==> src/rtl/multicycle_control_fsm.sv <==
// Multicycle control FSM for the RV32I subset datapath.
// Sequences each instruction through FETCH/DECODE and the per-class execute
// states. It drives ALU control, mux selects and write enables, and it consumes
// the ALU Zero flag and the memory ready handshake.
module multicycle_control_fsm (
    input  logic        clk,
    input  logic        rst,
    input  logic [31:0] instr,
    input  logic        Zero,
    input  logic        mem_ready,
    output logic [2:0]  ALUctrl,
    output logic [1:0]  ALUSrcA,
    output logic [1:0]  ALUSrcB,
    output logic [1:0]  ResultSrc,
    output logic [2:0]  ImmSrc,
    output logic        AdrSrc,
    output logic        IRWrite,
    output logic        PCWrite,
    output logic        RegWrite,
    output logic        MemRead,
    output logic        MemWrite,
    output logic        instr_done,
    output logic        trap
);

    // Opcodes of the supported instruction classes
    localparam logic [6:0] OP_LOAD   = 7'b0000011;
    localparam logic [6:0] OP_STORE  = 7'b0100011;
    localparam logic [6:0] OP_RTYPE  = 7'b0110011;
    localparam logic [6:0] OP_ITYPE  = 7'b0010011;
    localparam logic [6:0] OP_LUI    = 7'b0110111;
    localparam logic [6:0] OP_BRANCH = 7'b1100011;
    localparam logic [6:0] OP_JAL    = 7'b1101111;

    // ALU operation encodings understood by the shared ALU
    localparam logic [2:0] ALU_ADD   = 3'b000;
    localparam logic [2:0] ALU_SUB   = 3'b001;
    localparam logic [2:0] ALU_XOR   = 3'b010;
    localparam logic [2:0] ALU_AND   = 3'b011;
    localparam logic [2:0] ALU_PASSB = 3'b100;
    localparam logic [2:0] ALU_BNE   = 3'b101;
    localparam logic [2:0] ALU_BEQ   = 3'b111;

    // Mux select encodings
    localparam logic [1:0] SRCA_PC    = 2'b00;
    localparam logic [1:0] SRCA_OLDPC = 2'b01;
    localparam logic [1:0] SRCA_RD1   = 2'b10;
    localparam logic [1:0] SRCB_RD2   = 2'b00;
    localparam logic [1:0] SRCB_IMM   = 2'b01;
    localparam logic [1:0] SRCB_FOUR  = 2'b10;
    localparam logic [1:0] RES_ALUOUT = 2'b00;
    localparam logic [1:0] RES_RDATA  = 2'b01;
    localparam logic [1:0] RES_ALURES = 2'b10;

    // Immediate format encodings
    localparam logic [2:0] IMM_I = 3'b000;
    localparam logic [2:0] IMM_S = 3'b001;
    localparam logic [2:0] IMM_B = 3'b010;
    localparam logic [2:0] IMM_J = 3'b011;
    localparam logic [2:0] IMM_U = 3'b100;

    typedef enum logic [3:0] {
        FETCH,
        DECODE,
        MEMADR,
        MEMREAD,
        MEMWB,
        MEMWRITE,
        EXECR,
        EXECI,
        ALUWB,
        BRANCH,
        JAL,
        TRAP
    } state_t;

    state_t state_q;
    state_t state_d;

    logic [6:0] opcode;
    logic [2:0] funct3;
    logic       funct7b5;
    logic       unusedInstrBits;

    assign opcode   = instr[6:0];
    assign funct3   = instr[14:12];
    assign funct7b5 = instr[30];

    // Register numbers and immediate bits belong to the datapath, not to control.
    assign unusedInstrBits = ^{instr[31], instr[29:15], instr[11:7]};

    // State register; reset returns to FETCH and abandons any instruction in flight
    always_ff @(posedge clk) begin
        if (rst) begin
            state_q <= FETCH;
        end else begin
            state_q <= state_d;
        end
    end

    // Next-state and control outputs, with every enable forced low while reset is held
    always_comb begin
        state_d    = state_q;
        ALUctrl    = ALU_ADD;
        ALUSrcA    = SRCA_PC;
        ALUSrcB    = SRCB_RD2;
        ResultSrc  = RES_ALUOUT;
        ImmSrc     = IMM_I;
        AdrSrc     = 1'b0;
        IRWrite    = 1'b0;
        PCWrite    = 1'b0;
        RegWrite   = 1'b0;
        MemRead    = 1'b0;
        MemWrite   = 1'b0;
        instr_done = 1'b0;
        trap       = 1'b0;

        case (state_q)
            FETCH: begin
                AdrSrc    = 1'b0;
                MemRead   = 1'b1;
                ALUSrcA   = SRCA_PC;
                ALUSrcB   = SRCB_FOUR;
                ALUctrl   = ALU_ADD;
                ResultSrc = RES_ALURES;
                if (mem_ready) begin
                    IRWrite = 1'b1;
                    PCWrite = 1'b1;
                    state_d = DECODE;
                end
            end

            DECODE: begin
                // The branch/jump target is computed speculatively into ALUOut here
                ALUSrcA = SRCA_OLDPC;
                ALUSrcB = SRCB_IMM;
                ALUctrl = ALU_ADD;
                ImmSrc  = (opcode == OP_JAL) ? IMM_J : IMM_B;
                case (opcode)
                    OP_LOAD, OP_STORE: state_d = MEMADR;
                    OP_RTYPE:          state_d = EXECR;
                    OP_ITYPE, OP_LUI:  state_d = EXECI;
                    OP_BRANCH:         state_d = BRANCH;
                    OP_JAL:            state_d = JAL;
                    default:           state_d = TRAP;
                endcase
            end

            MEMADR: begin
                ALUSrcA = SRCA_RD1;
                ALUSrcB = SRCB_IMM;
                ALUctrl = ALU_ADD;
                ImmSrc  = (opcode == OP_STORE) ? IMM_S : IMM_I;
                if (funct3 != 3'b010) begin
                    state_d = TRAP;
                end else if (opcode == OP_STORE) begin
                    state_d = MEMWRITE;
                end else begin
                    state_d = MEMREAD;
                end
            end

            MEMREAD: begin
                AdrSrc    = 1'b1;
                ResultSrc = RES_ALUOUT;
                MemRead   = 1'b1;
                if (mem_ready) begin
                    state_d = MEMWB;
                end
            end

            MEMWRITE: begin
                AdrSrc    = 1'b1;
                ResultSrc = RES_ALUOUT;
                MemWrite  = 1'b1;
                if (mem_ready) begin
                    instr_done = 1'b1;
                    state_d    = FETCH;
                end
            end

            MEMWB: begin
                ResultSrc  = RES_RDATA;
                RegWrite   = 1'b1;
                instr_done = 1'b1;
                state_d    = FETCH;
            end

            EXECR: begin
                ALUSrcA = SRCA_RD1;
                ALUSrcB = SRCB_RD2;
                case (funct3)
                    3'b000: begin
                        ALUctrl = funct7b5 ? ALU_SUB : ALU_ADD;
                        state_d = ALUWB;
                    end
                    3'b100: begin
                        ALUctrl = ALU_XOR;
                        state_d = ALUWB;
                    end
                    3'b111: begin
                        ALUctrl = ALU_AND;
                        state_d = ALUWB;
                    end
                    default: state_d = TRAP;
                endcase
            end

            EXECI: begin
                ALUSrcA = SRCA_RD1;
                ALUSrcB = SRCB_IMM;
                if (opcode == OP_LUI) begin
                    ImmSrc  = IMM_U;
                    ALUctrl = ALU_PASSB;
                    state_d = ALUWB;
                end else begin
                    ImmSrc = IMM_I;
                    case (funct3)
                        3'b000: begin
                            ALUctrl = ALU_ADD;
                            state_d = ALUWB;
                        end
                        3'b100: begin
                            ALUctrl = ALU_XOR;
                            state_d = ALUWB;
                        end
                        3'b111: begin
                            ALUctrl = ALU_AND;
                            state_d = ALUWB;
                        end
                        default: state_d = TRAP;
                    endcase
                end
            end

            ALUWB: begin
                ResultSrc  = RES_ALUOUT;
                RegWrite   = 1'b1;
                instr_done = 1'b1;
                state_d    = FETCH;
            end

            BRANCH: begin
                // ALUOut still holds the target from DECODE; the compare decides whether to take it
                ALUSrcA   = SRCA_RD1;
                ALUSrcB   = SRCB_RD2;
                ResultSrc = RES_ALUOUT;
                case (funct3)
                    3'b000: begin
                        ALUctrl    = ALU_BEQ;
                        PCWrite    = ~Zero;
                        instr_done = 1'b1;
                        state_d    = FETCH;
                    end
                    3'b001: begin
                        ALUctrl    = ALU_BNE;
                        PCWrite    = ~Zero;
                        instr_done = 1'b1;
                        state_d    = FETCH;
                    end
                    default: state_d = TRAP;
                endcase
            end

            JAL: begin
                // PC takes the target from ALUOut while the ALU forms the link value OldPC+4
                ALUSrcA   = SRCA_OLDPC;
                ALUSrcB   = SRCB_FOUR;
                ALUctrl   = ALU_ADD;
                ResultSrc = RES_ALUOUT;
                PCWrite   = 1'b1;
                state_d   = ALUWB;
            end

            TRAP: begin
                trap    = 1'b1;
                state_d = TRAP;
            end

            default: state_d = FETCH;
        endcase

        if (rst) begin
            ALUctrl    = ALU_ADD;
            IRWrite    = 1'b0;
            PCWrite    = 1'b0;
            RegWrite   = 1'b0;
            MemRead    = 1'b0;
            MemWrite   = 1'b0;
            instr_done = 1'b0;
            trap       = 1'b0;
        end
    end

endmodule
==> config.mk <==
export PLATFORM = sky130hd
export DESIGN_NAME = multicycle_control_fsm
export DESIGN_NICKNAME = d
export VERILOG_FILES = /design/src/rtl/multicycle_control_fsm.sv
export SDC_FILE = /design/constraint.sdc
export NUM_CORES = 1
export LEC_CHECK = 0
export BUFFER_PORTS_ARGS = -buffer_cell sky130_fd_sc_hd__buf_2
export CAP_MARGIN = 10
export CORE_MARGIN = 2
export CORE_UTILIZATION = 42
export CTS_CLUSTER_DIAMETER = 30
export DETAILED_ROUTE_END_ITERATION = 10
export PLACE_DENSITY_LB_ADDON = 0.12
export SETUP_SLACK_MARGIN = 0.02
export SKIP_CTS_REPAIR_TIMING = 1
export SYNTH_ARGS = -nofsm -noshare
export SYNTH_HDL_FRONTEND = slang
export SYNTH_SLANG_ARGS = --single-unit
==> constraint.sdc <==
create_clock -name clk -period 1.82 [get_ports clk]
set_input_delay 0.091 -clock clk [delete_from_list [all_inputs] [get_ports clk]]
set_output_delay 0.091 -clock clk [all_outputs]
set_load 0.01 [all_outputs]
==> flow_summary.yaml, run 1 <==
run_status:
  status: "finished, final reports clean"
final_layout:
  final_common_cell: "buf_2"
  largest_reg_flops: 4
  antennaDiodeCount: 0
  reg.largest.list: "state_q (4)"
  final_cell_mix: "34 x buf_2, 14 x buf_4, 11 x nor2_1, 8 x a21oi_1, 7 x nand2b_1"
  largest_register: "state_q"
  multiInputGateArea_um2: 723
  fin_area_mm2: 0.00116
  fin_nets: 201
  regArea_um2: 88.8
  area_growth_syn_to_layout_pct: 33.8
  fillCellCount: 193
  drive_gt1_share_pct: 37.4
global_routing:
  antenna_found_initial: 0
  gr-total-overflow: 0
  grt_max_degree: 15
  track_usage_pct: 22.3
  grt_pass1_wl_mm: 4.28
  grt_pass1_vias: 884
clock_tree:
  clk_pin_slew_worst_paths_ps: 40
  numCtsBuffers: 3
  clock_latency_ps: 240
  cts-root-buf: "clkbuf_4"
  cts.sinks: 4
  cts_max_level: 1
  cts.path.max_buffers: 2
  cts_tree: "yes"
route:
  drtAntennaViolNets: 0
  via_per_inst: 5.77
  drc: 0
  drt-initial-drc-count: 59
  drt-total-wl_mm: 2.68
  first_pass_iters: 4
  vias: 1097
  wl_per_cell_um: 14.1
logic_synthesis:
  yosysSeqAreaShare_pct: 9.25
  avgSynthCellArea_um2: 7.10
  ys_ff_latch: 4
  syn-num-nets: 158
  synth_top_area_share_pct: 9.25
  synth_edf_count: 0
  yosysWarnings: 0
  synthCells: 122
  synth_area_leaders: "dfxtp_1 9.2%, nand2b_1 5.8%, nor2_1 4.8%"
  async_reset_ff_share_pct: 0
  ys.flop_type: "dfxtp_1"
  yosysTopAreaCell: "dfxtp_1"
  syn_area_um2: 866
  ys_types: 53
placement:
  port_buffers: 34
  place_area_mm2: 0.00109
  hpwl_mm: 2.02
  place_ws_ps: 234
  gp_congestion: 0.822
worst_setup_path:
  start_kind: "register"
  rr_endpoint: "state_q[1]"
  reg2reg_setup_slack_ps: 350
  cp_max_fo: 7
  crit_end: "ALUctrl[1]"
  critPathArrivalTime_ps: 1620
  ff2ff_path_depth: 5
  critPathCaptureType: "output pin"
  crit_required_ps: 1730
  criticalPathCategory: "register to output pin"
  crit_start: "state_q[1]"
  r2r_start: "state_q[0]"
min_path:
  hold_class: "input port to register"
sta:
  worst_slew_pin_slew_ps: 446
  final-setup-viol-count: 0
  fmax_mhz: 585
  skew_ps: 3.20
  finalCriticalPeriod_ps: 1710
  rsz0062_at_grt: "no"
  slew_viol_final: 0
  timing.slew.headroom_pct: 70.2
  setup_ws_ps: 111
  hold_violations: 0
  finalCritPeriodShare_pct: 93.9
die:
  design.die.area_mm2: 0.00244
  core_area_mm2: 0.00196
  row_count: 16
  io_pins: 56
  start_util_pct: 44.1
  die_h_um: 49.4
  die_w_um: 49.4
power_and_ir_drop:
  power_mw: 1.35
  p_leak_nw: 0.535
  ir_drop_uv: 581
  power.density_mw_per_mm2: 1170
job:
  maxCapViolCount: 0
[final cells by class]
type                            count  area share (%)
Multi-Input combinational cell    104            62.4
Sequential cell                     4            7.67
Timing Repair Buffer               48            23.8
Inverter                            4            1.30
Tap cell                           27            2.92
Clock buffer                        3            1.94
[metal layers]
metal | GRT usage [%] | share of wire, % | wire (µm) | up-vias
li1 | - | - | - | 555
met3 | 6.13 | 6.7 | 180 | 0
met4 | 2.78 | 0 | 0 | 0
met5 | 0 | 0 | 0 | -
met2 | 34.5 | 49 | 1310 | 38
met1 | 31.5 | 44 | 1190 | 504
[logic make-up (layout without fill, tap and decap cells)]
group	Yosys count	count (layout)	share of synthesized area, %
compound gates	42	42	34.7
flops	4	4	9.25
xor+xnor	2	2	2.02
mux	1	1	1.16
simple gates	59	59	44.1
buf+inv	14	55	8.81
[synth_stat cells, types with 3 or more instances]
library cell,n
a211oi_1,3
a21oi_1,8
buf_2,4
clkbuf_1,3
dfxtp_1,4
inv_1,4
nand2_1,4
nand2b_1,8
nand3_1,4
nand4_1,3
nor2_1,11
nor2b_1,3
nor3_1,4
o21ai_0,3
o21ai_1,3
o41ai_1,3
[worst max-delay path, stage by stage, from the launching register on]
cell       delay [ps]
dfxtp_4           370
nand4bb_1         230
or3_1             380
a221oi_2          230
buf_2             160
[per-stage QoR]
step	util [%]	cells	hold slack, ps	setup TNS [ps]
after global routing	59.1	190	208	0
after floorplan	-	122	255	0
after global placement	55.6	184	440	0
after CTS	56.8	187	195	-58.6
after detailed placement	55.6	184	447	0
final	59.1	190	190	0
[report_power, final]
part	switching (mW)	internal [mW]	leakage [nW]	total [mW]
Combinational	0.546	0.495	0.487	1.04
Sequential	0.0642	0.130	0.0347	0.194
Clock	0.0431	0.0742	0.0138	0.117
[worst min path at each step]
| stage | start | slack [ps] | depth (start not counted) | to |
|---|---|---|---|---|
| floorplan | rst | 260 | 2 | state_q[0] |
| global placement | rst | 440 | 2 | state_q[1] |
| detailed placement | instr[4] | 450 | 3 | state_q[2] |
| CTS | instr[4] | 190 | 3 | state_q[2] |
| global route | rst | 210 | 2 | state_q[1] |
| finish | instr[4] | 190 | 3 | state_q[2] |
No activity file was read; power rests on OpenSTA's default activity.
==> inputs of run 2 (changes only) <==
--- a/config.mk
+++ b/config.mk
@@ -7,11 +7,12 @@
 export LEC_CHECK = 0
 export BUFFER_PORTS_ARGS = -buffer_cell sky130_fd_sc_hd__buf_2
 export CAP_MARGIN = 10
+export CORE_ASPECT_RATIO = 1.25
 export CORE_MARGIN = 2
 export CORE_UTILIZATION = 42
 export CTS_CLUSTER_DIAMETER = 30
 export DETAILED_ROUTE_END_ITERATION = 10
-export PLACE_DENSITY_LB_ADDON = 0.12
+export PLACE_DENSITY = 0.91
 export SETUP_SLACK_MARGIN = 0.02
 export SKIP_CTS_REPAIR_TIMING = 1
 export SYNTH_ARGS = -nofsm -noshare
==> run 2 against run 1 <==
Compared with the run above: combinational power is essentially flat; cell count shrank 6.8%; total power shrank 0.24%.
==> flow_summary.yaml, run 2 (synthesis results as in run 1) <==
run_status:
  status: "finished, final reports clean"
power_and_ir_drop:
  p_leak_nw: 0.499
  power_mw: 1.35
  ir_drop_uv: 779
  power.density_mw_per_mm2: 1200
clock_tree:
  cts.path.max_buffers: 2
  clk_pin_slew_worst_paths_ps: 40
  numCtsBuffers: 3
  cts-root-buf: "clkbuf_4"
  clock_latency_ps: 250
  cts_tree: "yes"
  cts.sinks: 4
  cts_max_level: 1
final_layout:
  fillCellCount: 181
  reg.largest.list: "state_q (4)"
  drive_gt1_share_pct: 35.0
  fin_area_mm2: 0.00112
  regArea_um2: 86.3
  area_growth_syn_to_layout_pct: 29.3
  antennaDiodeCount: 0
  largest_reg_flops: 4
  final_cell_mix: "34 x buf_2, 11 x nor2_1, 8 x a21oi_1, 8 x nand2b_1, 8 x buf_4"
  multiInputGateArea_um2: 741
  largest_register: "state_q"
  fin_nets: 195
  finalNonFillerCells: 177
  final_util_pct: 57.2
  final_common_cell: "buf_2"
sta:
  rsz0062_at_grt: "no"
  setup_ws_ps: 92.0
  finalCritPeriodShare_pct: 94.9
  finalCriticalPeriod_ps: 1730
  skew_ps: 4.42
  final-setup-viol-count: 0
  timing.hold.ws_ps: 206
  setup-tns-final_ps: 0
  timing.slew.headroom_pct: 61.8
  slew_viol_final: 0
  fmax_mhz: 579
  hold_violations: 0
  worst_slew_pin_slew_ps: 565
placement:
  hpwl_mm: 1.95
  dpl.cell_count: 174
  gp_congestion: 0.900
  place_ws_ps: 192
  place_area_mm2: 0.00106
  port_buffers: 34
die:
  io_pins: 56
  core_area_mm2: 0.00196
  row_count: 18
  start_util_pct: 44.2
  design.die.area_mm2: 0.00244
  die_h_um: 54.8
  die_w_um: 44.6
global_routing:
  grt_max_degree: 22
  grt_pass1_wl_mm: 3.93
  antenna_found_initial: 0
  track_usage_pct: 21.4
  gr-total-overflow: 0
  grt_pass1_vias: 971
worst_setup_path:
  start_kind: "register"
  critPathCaptureType: "output pin"
  crit_required_ps: 1730
  criticalPathCategory: "register to output pin"
  rr_endpoint: "state_q[0]"
  critPathArrivalTime_ps: 1640
  ff2ff_path_depth: 5
  r2r_start: "state_q[0]"
  reg2reg_setup_slack_ps: 260
  cp_max_fo: 8
  crit_start: "state_q[2]"
min_path:
  hold_class: "input port to register"
  holdPathStages: 2
  min_to: "state_q[1]"
  worstHoldStart: "rst"
route:
  drt-total-wl_mm: 2.60
  wl_per_cell_um: 14.7
  drtAntennaViolNets: 0
  via_per_inst: 6.41
  drt-initial-drc-count: 51
  first_pass_iters: 6
  drc: 0
  vias: 1134
job:
  maxCapViolCount: 0
==> run 2: layout make-up <==
| type | count | share of cell area, % |
|---|---|---|
| multi-input combinational | 104 | 66.1 |
| inverter | 4 | 1.34 |
| clock buffer | 3 | 2.01 |
| timing repair buffer | 42 | 20.6 |
| tap | 20 | 2.23 |
| sequential | 4 | 7.71 |
==> run 2: metal layers <==
layer / vias to the layer above / track usage, % / part of all wire [%]
li1: 540 / - / -
met1: 528 / 23.6 / 43
met2: 59 / 39.1 / 48
met3: 7 / 1.98 / 7.2
met4: 0 / 12.6 / 2.3
met5: - / 0 / 0
==> run 2: report_power, final <==
part           internal (mW)  switching [mW]  leakage [nW]
registers              0.125          0.0863        0.0344
clock network         0.0741          0.0420        0.0138
logic                  0.481           0.541         0.451
total                  0.680           0.670         0.499
==> run 2: worst max-delay path by stage <==
stage | end | slack (ps) | depth (start not counted)
floorplan | ALUctrl[1] | 290 | 4
global placement | ALUctrl[1] | 260 | 4
detailed placement | state_q[1] | 190 | 5
CTS | ALUctrl[1] | -50 | 4
global route | ALUctrl[1] | 30 | 4
finish | ALUctrl[1] | 90 | 4
==> run 2: worst max-delay path, cell delays in order, from the launching register on <==
cell       delay (ps)
dfxtp_4           380
nand4bb_4         250
or3_1             380
a221oi_2          230
buf_2             160
==> inputs of run 3 (changes only) <==
--- a/config.mk
+++ b/config.mk
@@ -12,6 +12,7 @@
 export CORE_UTILIZATION = 42
 export CTS_CLUSTER_DIAMETER = 30
 export DETAILED_ROUTE_END_ITERATION = 10
+export GPL_TIMING_DRIVEN = 0
 export PLACE_DENSITY = 0.91
 export SETUP_SLACK_MARGIN = 0.02
 export SKIP_CTS_REPAIR_TIMING = 1
==> run 3 against run 2 <==
Compared with the run above: setup slack got worse by 26 ps; register-to-register slack improved by 50 ps; via count increased by 2.1%; first-iteration DRC count decreased by 29%; cell count increased by 5.6%; sequential share of layout area decreased by 0.45 points; final area increased by 9.3%; routed wire length increased by 8.6%; sequential cell count unchanged; utilization increased by 5.3 points; total power increased by 7.2%; clock power decreased by 8%; critical endpoint unchanged.
==> flow_summary.yaml, run 3 (synthesis results as in run 1) <==
die:
  design.die.area_mm2: 0.00244
  io_pins: 56
  row_count: 18
  start_util_pct: 44.2
  core_area_mm2: 0.00196
  die_w_um: 44.6
  die_h_um: 54.8
sta:
  finalCritPeriodShare_pct: 96.4
  slew_viol_final: 0
  fmax_mhz: 570
  rsz0062_at_grt: "yes"
  skew_ps: 3.44
  final-setup-viol-count: 0
  worst_slew_pin_slew_ps: 518
  finalCriticalPeriod_ps: 1750
  hold_violations: 0
  timing.slew.headroom_pct: 65.5
  timing.hold.ws_ps: 177
power_and_ir_drop:
  p_sw_share_pct: 47.7
  pwr-share-comb_pct: 80.1
  ir_drop_uv: 827
  p_clk_share_pct: 7.4
  p_switching_uw: 689
  power.internal_uw: 757
  p_leak_nw: 0.552
  power.density_mw_per_mm2: 1180
  power_mw: 1.45
  seqPwrFrac_pct: 12.5
route:
  vias: 1158
  via_per_inst: 6.19
  drt-total-wl_mm: 2.83
  wl_per_cell_um: 15.1
  drc: 0
  drt-initial-drc-count: 36
  drtAntennaViolNets: 0
  first_pass_iters: 4
final_layout:
  final_cell_mix: "33 x buf_2, 11 x nor2_1, 10 x buf_4, 8 x a21oi_1, 8 x nand2b_1"
  multiInputGateArea_um2: 756
  fin_nets: 205
  area_growth_syn_to_layout_pct: 41.3
  largest_register: "state_q"
  antennaDiodeCount: 0
  fillCellCount: 166
  reg.largest.list: "state_q (4)"
  drive_gt1_share_pct: 38.9
  largest_reg_flops: 4
  final_common_cell: "buf_2"
  finalNonFillerCells: 187
  regArea_um2: 88.8
global_routing:
  grt_max_degree: 11
  track_usage_pct: 22.4
  antenna_found_initial: 0
  grt_pass1_wl_mm: 4.14
  grt_pass1_vias: 989
  gr-total-overflow: 0
worst_setup_path:
  crit_required_ps: 1730
  start_kind: "register"
  critPathArrivalTime_ps: 1660
  critPathCaptureType: "output pin"
  criticalPathCategory: "register to output pin"
  cp_max_fo: 7
placement:
  hpwl_mm: 2.05
  port_buffers: 33
  dpl.cell_count: 175
  gp_congestion: 0.924
clock_tree:
  cts_max_level: 1
  cts-root-buf: "clkbuf_4"
  numCtsBuffers: 3
  clk_pin_slew_worst_paths_ps: 40
  cts.sinks: 4
  cts_tree: "yes"
  clock_latency_ps: 230
  cts.path.max_buffers: 2
min_path:
  hold_class: "input port to register"
job:
  maxCapViolCount: 0
run_status:
  status: "finished, final reports clean"
[run 3: per-layer routing]
layer | vias to the layer above | GRT usage [%] | wire length (µm)
li1 | 561 | - | -
met1 | 526 | 26.4 | 1180
met2 | 63 | 39.4 | 1360
met3 | 8 | 4.29 | 229
met4 | 0 | 9.09 | 57
met5 | - | 0 | 0
[run 3: area by class of cell]
type,count,area share (%)
buffer,10,6.85
multi-input combinational,104,61.8
timing repair buffer,42,19.0
tap,20,2.04
clock buffer,3,1.84
inverter,4,1.23
sequential,4,7.26
[run 3: worst paths after layout]
check,startpoint,to,slack (ps),cells after the start
setup reg to reg,state_q[1],state_q[0],310,6
hold reg to reg,state_q[3],state_q[3],650,3
setup / recovery,state_q[1],ALUctrl[1],70,5
hold / removal,rst,state_q[0],180,3
[run 3: stage by stage]
| stage | setup TNS (ps) | instance area (µm²) | worst slack, ps | utilization, % |
|---|---|---|---|---|
| 2_1_floorplan | 0 | 866 | 286 | - |
| 3_3_place_gp | 0 | 1060 | 167 | 53.9 |
| 3_5_place_dp | 0 | 1060 | 134 | 53.9 |
| 4_1_cts | -252 | 1080 | -116 | 55.0 |
| 5_1_grt | -107 | 1220 | -64.4 | 62.5 |
| 6_report | 0 | 1220 | 65.9 | 62.5 |
[run 3: power by group through the flow]
| stage | clock network (mW) | logic (mW) | registers [mW] |
|---|---|---|---|
| finish | 0.107 | 1.16 | 0.181 |
| global route | 0.129 | 1.26 | 0.189 |
| CTS | 0.114 | 1.00 | 0.155 |
| detailed placement | 0 | 0.999 | 0.156 |
| global placement | 0 | 0.963 | 0.154 |
| floorplan | 0 | 0.722 | 0.149 |
[run 3: worst max-delay path, cell delays in order (launching register included)]
cell and delay, ps:
dfxtp_1 300, buf_6 120, nand4bb_4 280, or3_4 370
a221oi_2 210, buf_2 160
